===== src/rtl/qar_timer_arb.sv =====
// Two-master round-robin arbiter in front of the QAR timer register port.
// Locked sequences, a lock timeout, a one-cycle issue stage and a one-cycle return stage.
module qar_timer_arb #(
  parameter int         LOCK_TIMEOUT = 16,
  parameter logic [5:0] MAX_ADDR     = 6'h13
) (
  input  logic        clk,
  input  logic        rst_n,
  input  logic        m0_req,
  input  logic        m0_we,
  input  logic [5:0]  m0_addr,
  input  logic [31:0] m0_wdata,
  input  logic        m0_lock,
  output logic        m0_gnt,
  output logic        m0_rvalid,
  output logic [31:0] m0_rdata,
  input  logic        m1_req,
  input  logic        m1_we,
  input  logic [5:0]  m1_addr,
  input  logic [31:0] m1_wdata,
  input  logic        m1_lock,
  output logic        m1_gnt,
  output logic        m1_rvalid,
  output logic [31:0] m1_rdata,
  output logic        t_bus_write,
  output logic        t_bus_read,
  output logic [5:0]  t_addr_word,
  output logic [31:0] t_wdata,
  input  logic [31:0] t_rdata,
  output logic        addr_err,
  output logic        lock_err
);

  typedef enum logic [1:0] {UNLOCKED, LOCK0, LOCK1} state_t;

  state_t      state_reg;
  logic        last_reg;
  logic [7:0]  lock_cnt_reg;
  logic        wr_reg, rd_reg, err_reg;
  logic [5:0]  addr_reg;
  logic [31:0] wdata_reg;
  logic        rd_pend_reg, rd_mst_reg, rd_zero_reg;
  logic        rvalid0_reg, rvalid1_reg;
  logic [31:0] rdata0_reg, rdata1_reg;

  logic        g0, g1, any_gnt, owner_idle, timeout, bad;
  logic        sel_we, sel_lock;
  logic [5:0]  sel_addr;
  logic [31:0] sel_wdata;
  logic [7:0]  cnt_inc;

  always_comb begin
    g0 = 1'b0;
    g1 = 1'b0;
    unique case (state_reg)
      UNLOCKED: begin
        if (m0_req && m1_req) begin
          g0 = last_reg;
          g1 = !last_reg;
        end else begin
          g0 = m0_req;
          g1 = m1_req;
        end
      end
      LOCK0:   g0 = m0_req;
      LOCK1:   g1 = m1_req;
      default: ;
    endcase
    g0 = g0 && rst_n;
    g1 = g1 && rst_n;
  end

  assign any_gnt    = g0 || g1;
  assign sel_we     = g1 ? m1_we    : m0_we;
  assign sel_lock   = g1 ? m1_lock  : m0_lock;
  assign sel_addr   = g1 ? m1_addr  : m0_addr;
  assign sel_wdata  = g1 ? m1_wdata : m0_wdata;
  assign bad        = sel_addr > MAX_ADDR;

  // An owner grant in the same cycle always beats the timeout.
  assign owner_idle = (state_reg == LOCK0 && !g0) || (state_reg == LOCK1 && !g1);
  assign cnt_inc    = lock_cnt_reg + 8'd1;
  assign timeout    = rst_n && owner_idle && (cnt_inc == 8'(LOCK_TIMEOUT));

  always_ff @(posedge clk) begin
    if (!rst_n) begin
      state_reg    <= UNLOCKED;
      last_reg     <= 1'b1;
      lock_cnt_reg <= 8'd0;
      wr_reg       <= 1'b0;
      rd_reg       <= 1'b0;
      err_reg      <= 1'b0;
      addr_reg     <= 6'd0;
      wdata_reg    <= 32'd0;
      rd_pend_reg  <= 1'b0;
      rd_mst_reg   <= 1'b0;
      rd_zero_reg  <= 1'b0;
      rvalid0_reg  <= 1'b0;
      rvalid1_reg  <= 1'b0;
      rdata0_reg   <= 32'd0;
      rdata1_reg   <= 32'd0;
    end else begin
      if (any_gnt) begin
        last_reg     <= g1;
        lock_cnt_reg <= 8'd0;
        state_reg    <= sel_lock ? (g1 ? LOCK1 : LOCK0) : UNLOCKED;
      end else if (owner_idle) begin
        if (timeout) begin
          state_reg    <= UNLOCKED;
          lock_cnt_reg <= 8'd0;
        end else begin
          lock_cnt_reg <= cnt_inc;
        end
      end

      wr_reg  <= any_gnt && sel_we && !bad;
      rd_reg  <= any_gnt && !sel_we && !bad;
      err_reg <= any_gnt && bad;
      if (any_gnt) begin
        addr_reg  <= sel_addr;
        wdata_reg <= sel_wdata;
      end

      // Rejected reads still return, with zero data.
      rd_pend_reg <= any_gnt && !sel_we;
      rd_mst_reg  <= g1;
      rd_zero_reg <= bad;
      rvalid0_reg <= rd_pend_reg && !rd_mst_reg;
      rvalid1_reg <= rd_pend_reg && rd_mst_reg;
      if (rd_pend_reg && !rd_mst_reg) rdata0_reg <= rd_zero_reg ? 32'd0 : t_rdata;
      if (rd_pend_reg && rd_mst_reg)  rdata1_reg <= rd_zero_reg ? 32'd0 : t_rdata;
    end
  end

  assign m0_gnt      = g0;
  assign m1_gnt      = g1;
  assign lock_err    = timeout;
  // Strobes issued just before a reset edge are suppressed so nothing leaks into reset.
  assign t_bus_write = wr_reg && rst_n;
  assign t_bus_read  = rd_reg && rst_n;
  assign addr_err    = err_reg && rst_n;
  assign t_addr_word = addr_reg;
  assign t_wdata     = wdata_reg;
  assign m0_rvalid   = rvalid0_reg;
  assign m1_rvalid   = rvalid1_reg;
  assign m0_rdata    = rdata0_reg;
  assign m1_rdata    = rdata1_reg;

endmodule


===== config.mk =====
export PLATFORM = sky130hd
export DESIGN_NAME = qar_timer_arb
export DESIGN_NICKNAME = d
export VERILOG_FILES = /design/src/rtl/qar_timer_arb.sv
export SDC_FILE = /design/constraint.sdc
export NUM_CORES = 1
export LEC_CHECK = 0
export BUFFER_PORTS_ARGS = -buffer_cell sky130_fd_sc_hd__buf_2
export CAP_MARGIN = 25
export CORE_MARGIN = 5
export CORE_UTILIZATION = 51
export CTS_CLUSTER_DIAMETER = 30
export DETAILED_ROUTE_END_ITERATION = 8
export PLACE_DENSITY = 0.82
export SLEW_MARGIN = 0
export SYNTH_ARGS = -nofsm -noshare
export SYNTH_HDL_FRONTEND = slang
export SYNTH_SLANG_ARGS = --single-unit

===== constraint.sdc =====
create_clock -name clk -period 3.46 [get_ports clk]
set_input_delay 0.346 -clock clk [delete_from_list [all_inputs] [get_ports clk]]
set_output_delay 0.346 -clock clk [all_outputs]
set_load 0.02 [all_outputs]

## Word-level counts from Yosys, hierarchy flattened

Index checks and enable logic that the tools add are counted.

- Flip-flop bits (word level): 121
- Input bits: 116
- Logic and storage cells: 66

- Add/subtract/negate cells: 1
- Magnitude comparators: 1
- Equality and inequality tests: 3
- Muxes and demuxes: 15
- Bitwise operators: 1
- Reductions and logical operators: 30

Operators by type and width:

| kind | count |
|---|---|
| two-way mux 32 bit | 2 |
| logical AND 1 bit | 17 |
| two-way mux 2 bit | 5 |
| adder 8 x 1 -> 8 bit, second input constant | 1 |
| == test 8 x 5 -> 1 bit, second input constant | 1 |
| two-way mux 8 bit | 1 |
| greater-than comparator 6 x 5 -> 1 bit, second input constant | 1 |
| zero test 1 bit | 6 |
| two-way mux 6 bit | 1 |
| two-way mux 1 bit | 4 |
| case mux 1 bit (2 select lines) | 2 |
| nonzero test 2 bit | 2 |
| == test 2 x 1 -> 1 bit, second input constant | 1 |
| == test 2 bit, second input constant | 1 |
| zero test 2 bit | 1 |
| logical OR 1 bit | 2 |
| AND reduction 2 bit | 1 |
| OR reduction 2 bit | 1 |
| NOT 1 bit | 1 |

## Longest topological paths before layout

Gate-level depths: netlist of the first run.

- Depth after elaboration: 12
- Mapped depth: 6
- Mapped depth without buffers: 6

## Worst setup path before layout of the first run

OpenSTA, ideal clock, no wires.

- Path type: reg-to-output
- From: reg lock_cnt_reg[1]
- To: out lock_err
- Data arrival time: 1.291 ns
- Setup slack: 1.823 ns
- Cell stages (with the launch flop): 6
- Path buffers: 0
- Cell sequence: dfxtp_1 > and2_2 > nand2_1 > xor2_1 > nand2_1 > and4bb_2

- Cells in the longest elaborated chain, start to end: 3

RTL lines:

| item | line | text |
|---|---|---|
| from (decl) | 38 | `logic [7:0] lock_cnt_reg;` |
| from (signal assigned) | 112 | `lock_cnt_reg <= cnt_inc;` |
| adder 8 x 1 -> 8 bit | 82 | `assign cnt_inc = lock_cnt_reg + 8'd1;` |
| == test 8 x 5 -> 1 bit | 83 | `assign timeout = rst_n && owner_idle && (cnt_inc == 8'(LOCK_TIMEOUT));` |
| logical AND 1 bit | 83 |  |
| to (decl) | 31 | `output logic lock_err` |

No other way between the ends.

## Worst setup path in the final report of the first run

- From: reg lock_cnt_reg[0]
- To: out lock_err

Same word-level chain as after synthesis.

==> results of run 1 <==
==> where the power goes <==
part	leakage, nW	internal [mW]	switching (mW)	total [mW]
combinational	2.04	0.190	0.296	0.486
sequential	0.989	1.47	0.0434	1.51
clock	0.249	0.953	0.579	1.53
total	3.28	2.61	0.918	3.53
==> per-layer routing <==
layer | up-vias | wire, um | track usage (%)
met1 | 2223 | 5820 | 28.1
li1 | 2432 | - | -
met4 | 0 | 367 | 9.59
met3 | 34 | 1130 | 7.16
met5 | - | 0 | 0
met2 | 195 | 7170 | 40.9
==> logic make-up (layout without fill, tap and decap cells) <==
family                     count (synthesis)  after routing  synth area share, %
and+or+nand+nor                          265            265                 24.6
buffers and inverters                     47            269                 4.97
adders and majority gates                  2              2                0.487
DFF                                      121            121                 47.2
muxes                                     32             32                 6.24
xor gates and xnor gates                   7              7                 1.19
AOI/OAI and AO/OA                        122            122                 15.3
==> worst paths after layout <==
path	slack (ps)	endpoint	cells after the start	startpoint
max reg2reg	1290	rd_reg	5	state_reg[0]
min reg2reg	450	m1_rdata[5]	2	m1_rdata[5]
min	60	state_reg[0]	2	m0_lock
max	1040	lock_err	6	lock_cnt_reg[0]
==> area by class of cell <==
type	instances	area [um2]	area share, %
clock inverter	9	77.6	1.13
timing repair buffer	235	1260	18.4
inverter	4	17.5	0.255
clock buffer	21	439	6.40
multi-input combinational	428	2470	36.1
tap	133	166	2.43
sequential	121	2420	35.3
==> placed cells by master, fill, tap and decap left out, types with 2 or more instances in the layout <==
cell | netlist | final
dfxtp_1 | 121 | 121
clkinvlp_4 | 0 | 3
clkbuf_16 | 0 | 16
nor2b_1 | 34 | 33
nand4_1 | 2 | 2
buf_4 | 5 | 7
nand3_1 | 34 | 33
clkinv_2 | 0 | 5
o21ai_1 | 34 | 33
and2_1 | 7 | 7
mux2i_1 | 32 | 32
clkbuf_1 | 21 | 3
a21boi_0 | 18 | 18
buf_16 | 0 | 3
ha_1 | 2 | 2
nor2_1 | 13 | 13
clkbuf_8 | 0 | 2
o21a_1 | 4 | 4
and3_1 | 5 | 5
nor2b_2 | 2 | 3
nand2b_1 | 2 | 2
xor2_1 | 7 | 7
nor3_1 | 2 | 2
a311oi_2 | 5 | 5
inv_1 | 2 | 2
buf_2 | 4 | 225
nor3_2 | 2 | 2
a32o_2 | 2 | 2
a21oi_1 | 49 | 49
nand2_1 | 151 | 151
a311oi_1 | 2 | 2
==> stage by stage <==
stage	cell area, um2	total power, mW	instances
2_1_floorplan	5130	1.84	596
3_3_place_gp	6260	2.00	918
3_5_place_dp	6310	2.02	920
4_1_cts	6830	3.56	950
5_1_grt	6860	3.68	951
6_report	6860	3.53	951
==> metrics.txt, run 1 <==
die height 110 um; GRT Overall Usage 24.0%; routability cong. 0.792; Port Buffers ~230; Vias/cell a little over 5; worst path arrival time slightly above 2000 ps; CTS Buffer Depth 2; first-pass GRT wire length approximately 23 mm; TritonCTS Buffers 17; status finished clean; Core ar. roughly 10000 um2; Antenna Diode Count 0; post-synth cell types between 40 and 50; Yosys warnings 0; Util after Layout approximately 70%; Layout area overhead 33.6%; number of gates resized after cts 0; TNS Setup 0 ps; WL/cell 15.2 um; Hold/Removal Path Class input port to flip-flop; DRT antenna net count 0; WP buf/inv 1; count leader, synth nand2_1; 1st-iter DRT viols ~270; Root Driver clkbuf_8; Syn Area/Cell 8.61 um2; cts hold-fix bufs 0; asr flop ratio synth 0%; syn_nets between 700 and 800; Final Hold Fails 0; post-CTS setup buffers 0; Synth area leaders dfxtp_1, nand2_1, mux2i_1; area leader, netlist dfxtp_1; HPWL after DPL 10.7 mm; H-tree depth 4; PnR worst setup slack 1040 ps; final worst path period share between 60 and 70%; Most used DFF post-synth dfxtp_1; Max VDD drop roughly 0.00026 V; die area between 10000 and 15000 um2; number of max-cap violations 0; most numerous cell on the critical path nand2_1; worst slew pin tran between 600 and 700 ps; critical path cell sequence and2_2, nand2_1, xor2_1, nand2_1, and4bb_2, buf_2; Slowest-stage cell, CP dfxtp_1; dpl ws about 1200 ps; Clock Skew 7.91 ps; hold slack between 60 and 70 ps; highest clock rate 414 MHz; EDFF count, synth 0; FILL cells 788; io pins between 200 and 250; Setup violations, final 0; Die W approximately 110 um; vias after detailed routing roughly 5000; # DRC 0; pin count of the biggest net entering global routing a little under 60; Pwr Density a little over 500 nW/um2; CP endpoint kind primary output; GRT overflow 0; share of post-route cells with drive strength above 1 35.3%; Clock Pin Slew Worst Setup and Hold Paths 60 ps; DR pass1 iterations 5; Leak Pwr roughly 3.3 nW; largest fanout on the critical path 5; critical path launch point type flip-flop; Relative slew margins a little over half; CTS tree yes; Crit Path Class flip-flop to primary output; Std-Cell Rows 36; crit-path leading delay family simple AND/OR/NAND/NOR gates; sequential share of the synthesized area 47.2%; initial antenna violation count 0; via count of the first global-routing pass ~4800; Slew Limit Fails 0; Critical Path RT ~3100 ps; starting density of the core 52.5%; Synth top area share 47.2%; Period minus WS final approximately 2400 ps; worst skew pair latency between 500 and 600 ps; Nets between 900 and 1000; drt total wl approximately 14 mm; Commonest cells post-synth nand2_1, dfxtp_1, a21oi_1; clk sinks roughly 120; mapped cell area a little over 5000 um2; post-synthesis cell count between 500 and 600; Seq cells post-synth about 120; RSZ-0062 raised after global routing false; Critical Path Max Stage Delay a little under 400 ps
Note: power is estimated with default switching activity, not from simulation.
==> run 2: changes to the inputs <==
- CORE_UTILIZATION: 51 -> 43
- PLACE_DENSITY: 0.82 -> 0.74
- clock period: 3.46 -> 2.17 ns (I/O delays scaled with it)
==> metrics.txt, run 2 (synthesis results as in run 1) <==
status finished clean; first-pass GRT wire length approximately 23 mm; Layout area overhead 35.7%; Seq pwr share roughly two fifths; TritonCTS Buffers 17; Root Driver clkbuf_16; Pwr Density ~860 nW/um2; CTS Buffer Depth 2; commonest non-fill, non-tap cell in the layout buf_2; H-tree depth 4; total design power approximately 6.0 mW; routability cong. ~0.8; Nets around 930; PnR worst setup slack 88.4 ps; Psw approximately 1.5 mW; drt total wl around 14 mm; # DRC 0; DRT antenna net count 0; worst skew pair latency 410 ps; Std-Cell Rows 40; vias after detailed routing approximately 4800; DR pass1 iterations 4; FILL cells 1119; largest fanout on the critical path 5; worst min-delay path endpoint state_reg[0]; HPWL after DPL roughly 10 mm; Setup violations, final 0; Antenna Diode Count 0; cts hold-fix bufs 0; Clock Pin Slew Worst Setup and Hold Paths ~50 ps; Slew Limit Fails 0; 1st-iter DRT viols 369; clk sinks approximately 120; Hold/Removal Path Class input port to flip-flop; Reg2Reg Capture Point state_reg[0]; CP endpoint kind primary output; Relative slew margins 69.9%; commonest non-fill, non-tap cells in the layout buf_2, nand2_1, dfxtp_1; number of max-cap violations 0; Core ar. between 10000 and 15000 um2; cell internal pwr approximately 4.5 mW; Leak Pwr ~3.3 nW; r2r setup slk just over 500 ps; die height between 100 and 150 um; pin count of the biggest net entering global routing 64; die area roughly 14000 um2; initial antenna violation count 0; Hold Path Stages 2; R2R cell count 6; Logic pwr share approximately an eighth; Max VDD drop a little over 0.0004 V; Die W 119 um; worst path arrival time between 1500 and 2000 ps; clock share of power between 40 and 50%; worst slew pin tran 452 ps; Period minus WS final 2080 ps; highest clock rate a little under 500 MHz; worst hold start m0_lock; via count of the first global-routing pass between 4000 and 5000; CTS tree yes; Crit Path Class flip-flop to primary output; Switching Fraction approximately 25%; GRT overflow 0; WL/cell roughly 15 um; Critical Path RT approximately 2000 ps; io pins approximately 230; DP Cell Count 938; critical path launch point type flip-flop; Port Buffers around 230; final worst path period share 95.9%; FF/Latch Area 2420 um2; share of post-route cells with drive strength above 1 36.2%; FF-to-FF Start lock_cnt_reg[1]; fin cells 970; Final Hold Fails 0; Multi-input gate area 2490 um2; Vias/cell between 4 and 5; GRT Overall Usage about a fifth; starting density of the core 43.3%; dpl ws about 440 ps; post-CTS setup buffers 0; RSZ-0062 raised after global routing false; Clock Skew 6.93 ps; TNS Setup 0 ps
-- run 2: how the worst max path moves through the flow --
stage / slack, ps / start / cells past startpoint / to
3_3_place_gp: 460 / rst_n / 6 / lock_err
4_1_cts: 10 / lock_cnt_reg[0] / 5 / lock_err
6_report: 90 / lock_cnt_reg[0] / 5 / lock_err
2_1_floorplan: 640 / lock_cnt_reg[0] / 6 / state_reg[0]
3_5_place_dp: 440 / rst_n / 6 / lock_err
5_1_grt: 2 / state_reg[0] / 5 / m1_gnt
-- run 2: stage by stage --
stage | hold slack [ps] | utilization, % | cell area, um2
finish | 24.6 | 58.7 | 6970
global route | 17.0 | 58.7 | 6970
CTS | 0.144 | 58.7 | 6960
detailed placement | 434 | 53.5 | 6350
global placement | 431 | 53.5 | 6350
floorplan | 338 | - | 5130
-- run 2: routing by layer --
metal / wire length [um] / part of all wire (%) / track usage, %
met1: 6060 / 43 / 23.5
met2: 6660 / 47 / 32.8
met3: 1130 / 8.0 / 7.22
met4: 240 / 1.7 / 7.31
met5: 0 / 0 / 0
-- run 2: critical path, stage by stage, from the launching register on --
cell,delay (ps)
dfxtp_2,340
ha_1,250
xor2_1,160
nor3_2,240
and4bb_2,290
buf_2,170
-- run 2: timing repair --
item | 4_1_cts | 5_1_grt
endpoints found under the setup margin | 1 | 1
pin swaps | 0 | 1
resized for setup | 2 | 3
-- run 2: layout make-up --
class / instances / area share [%]
clock inverter: 8 / 1.69
clock buffer: 24 / 6.91
multi-input combinational: 428 / 35.8
inverter: 4 / 0.251
sequential: 121 / 34.8
timing repair buffer: 238 / 17.9
tap: 147 / 2.64
-- run 2: power groups by stage --
stage	logic, mW	clock network (mW)	registers (mW)
after CTS	0.791	2.89	2.40
after detailed placement	0.788	0	2.44
after global routing	0.861	3.00	2.41
final	0.782	2.83	2.40
after global placement	0.778	0	2.44
after floorplan	0.366	0	2.57
==> run 3: changes to the inputs <==
- CORE_UTILIZATION: 43 -> 30
- PLACE_DENSITY: 0.74 -> 0.54
==> metrics.txt, run 3 (synthesis results as in run 1) <==
status finished clean; RSZ-0062 raised after global routing false; number of max-cap violations 0; CP Capture Point lock_err; commonest non-fill, non-tap cells in the layout buf_2, nand2_1, dfxtp_1; Clock Pin Slew Worst Setup and Hold Paths 50 ps; worst skew pair latency 400 ps; CP endpoint kind primary output; 1st-iter DRT viols approximately 140; first-pass GRT wire length about 24 mm; Die W 141 um; R2R cell count 5; DR pass1 iterations 5; Seq pwr share between 40% and 50%; Crit. Startpoint lock_cnt_reg[1]; Slew Limit Fails 0; critical path launch point type flip-flop; CTS Buffer Depth 2; # DRC 0; largest fanout on the critical path 4; Pwr Density roughly 830 nW/um2; Logic pwr share a little over an eighth; total design power between 5 and 6 mW; drt total wl approximately 15 mm; Leak Pwr 3.30 nW; Std-Cell Rows 47; cell internal pwr 4.35 mW; HPWL after DPL 11.0 mm; Relative slew margins a little under two thirds; commonest non-fill, non-tap cell in the layout buf_2; Vias/cell 4.56; TNS Setup 0 ps; Layout area overhead 36.8%; FF-to-FF Start state_reg[1]; initial antenna violation count 0; GRT overflow 0; Crit Path Class flip-flop to primary output; die height 141 um; via count of the first global-routing pass 4647; Clock Skew between 5 and 6 ps; Reg2Reg Capture Point rd_reg; Final Hold Fails 0; fin cells about 1000; clock share of power roughly 45%; Setup violations, final 0; WL/cell between 10 and 15 um; dpl ws 457 ps; CTS tree yes; io pins around 230; vias after detailed routing approximately 4800; Psw about 1.5 mW; routability cong. ~0.71; highest clock rate about 500 MHz; post-CTS setup buffers 0; Core ar. approximately 17000 um2; Root Driver clkbuf_16; H-tree depth 4; Antenna Diode Count 0; worst slew pin tran about 540 ps; DRT antenna net count 0; Port Buffers 225; TritonCTS Buffers 17; GRT Overall Usage between 15 and 20%; PnR worst setup slack around 120 ps; Hold Path Stages 2; final worst path period share 94.4%; Max VDD drop a little over 0.0005 V; share of post-route cells with drive strength above 1 ~36%; r2r setup slk roughly 470 ps; starting density of the core between 30% and 40%; worst path arrival time approximately 1800 ps; Hold/Removal Path Class input port to flip-flop; Period minus WS final 2050 ps; Nets 928; clk sinks around 120; pin count of the biggest net entering global routing 65; Switching Fraction approximately a quarter; Critical Path RT 1950 ps; die area about 20000 um2; DP Cell Count 1010
-- run 3: routing by layer --
layer | global-route usage [%] | routed length, um | up-vias
met5 | 0 | 0 | -
met4 | 3.67 | 121 | 0
met3 | 5.66 | 1140 | 10
met2 | 25.3 | 7300 | 139
met1 | 18.6 | 6670 | 2167
li1 | - | - | 2436
-- run 3: cell type report --
cell class,instances,area [um2]
Sequential cell,121,2420
Multi-Input combinational cell,428,2490
Inverter,4,17.5
Timing Repair Buffer,238,1250
Clock inverter,7,67.6
Fill cell,1768,9680
Tap cell,220,275
Clock buffer,23,498
-- run 3: timing repair --
item	CTS	global route
endpoints found under the hold margin	1	0
gates resized for setup	0	4
hold buffers	1	0
setup endpoints to repair	0	1
-- run 3: power by group through the flow --
stage | sequential (mW) | combinational, mW | clock (mW)
finish | 2.40 | 0.789 | 2.65
global route | 2.41 | 0.869 | 2.86
CTS | 2.40 | 0.803 | 2.75
detailed placement | 2.44 | 0.800 | 0
global placement | 2.44 | 0.800 | 0
floorplan | 2.57 | 0.366 | 0
-- run 3: critical path, cell delays in order (launching register included) --
cell,delay [ps]
dfxtp_1,330
and2_2,220
nand2_1,140
xor2_2,210
nand2_1,70
and4bb_2,290
buf_2,160
-- run 3: per-stage QoR --
stage                     hold slack (ps)  cell area, um2  util [%]
after global routing                 46.4            7020      42.1
after CTS                            45.9            7010      42.0
after floorplan                       338            5130         -
after global placement                433            6430      38.5
final                                63.3            7020      42.1
after detailed placement              426            6430      38.5
-- run 3: worst min-delay path by stage --
stage             from  slack (ps)           end
6_report         rst_n          60      last_reg
5_1_grt          rst_n          50      last_reg
4_1_cts          rst_n          50      last_reg
3_5_place_dp   m0_lock         430  state_reg[0]
3_3_place_gp   m0_lock         430  state_reg[0]
2_1_floorplan  m0_lock         340  state_reg[0]
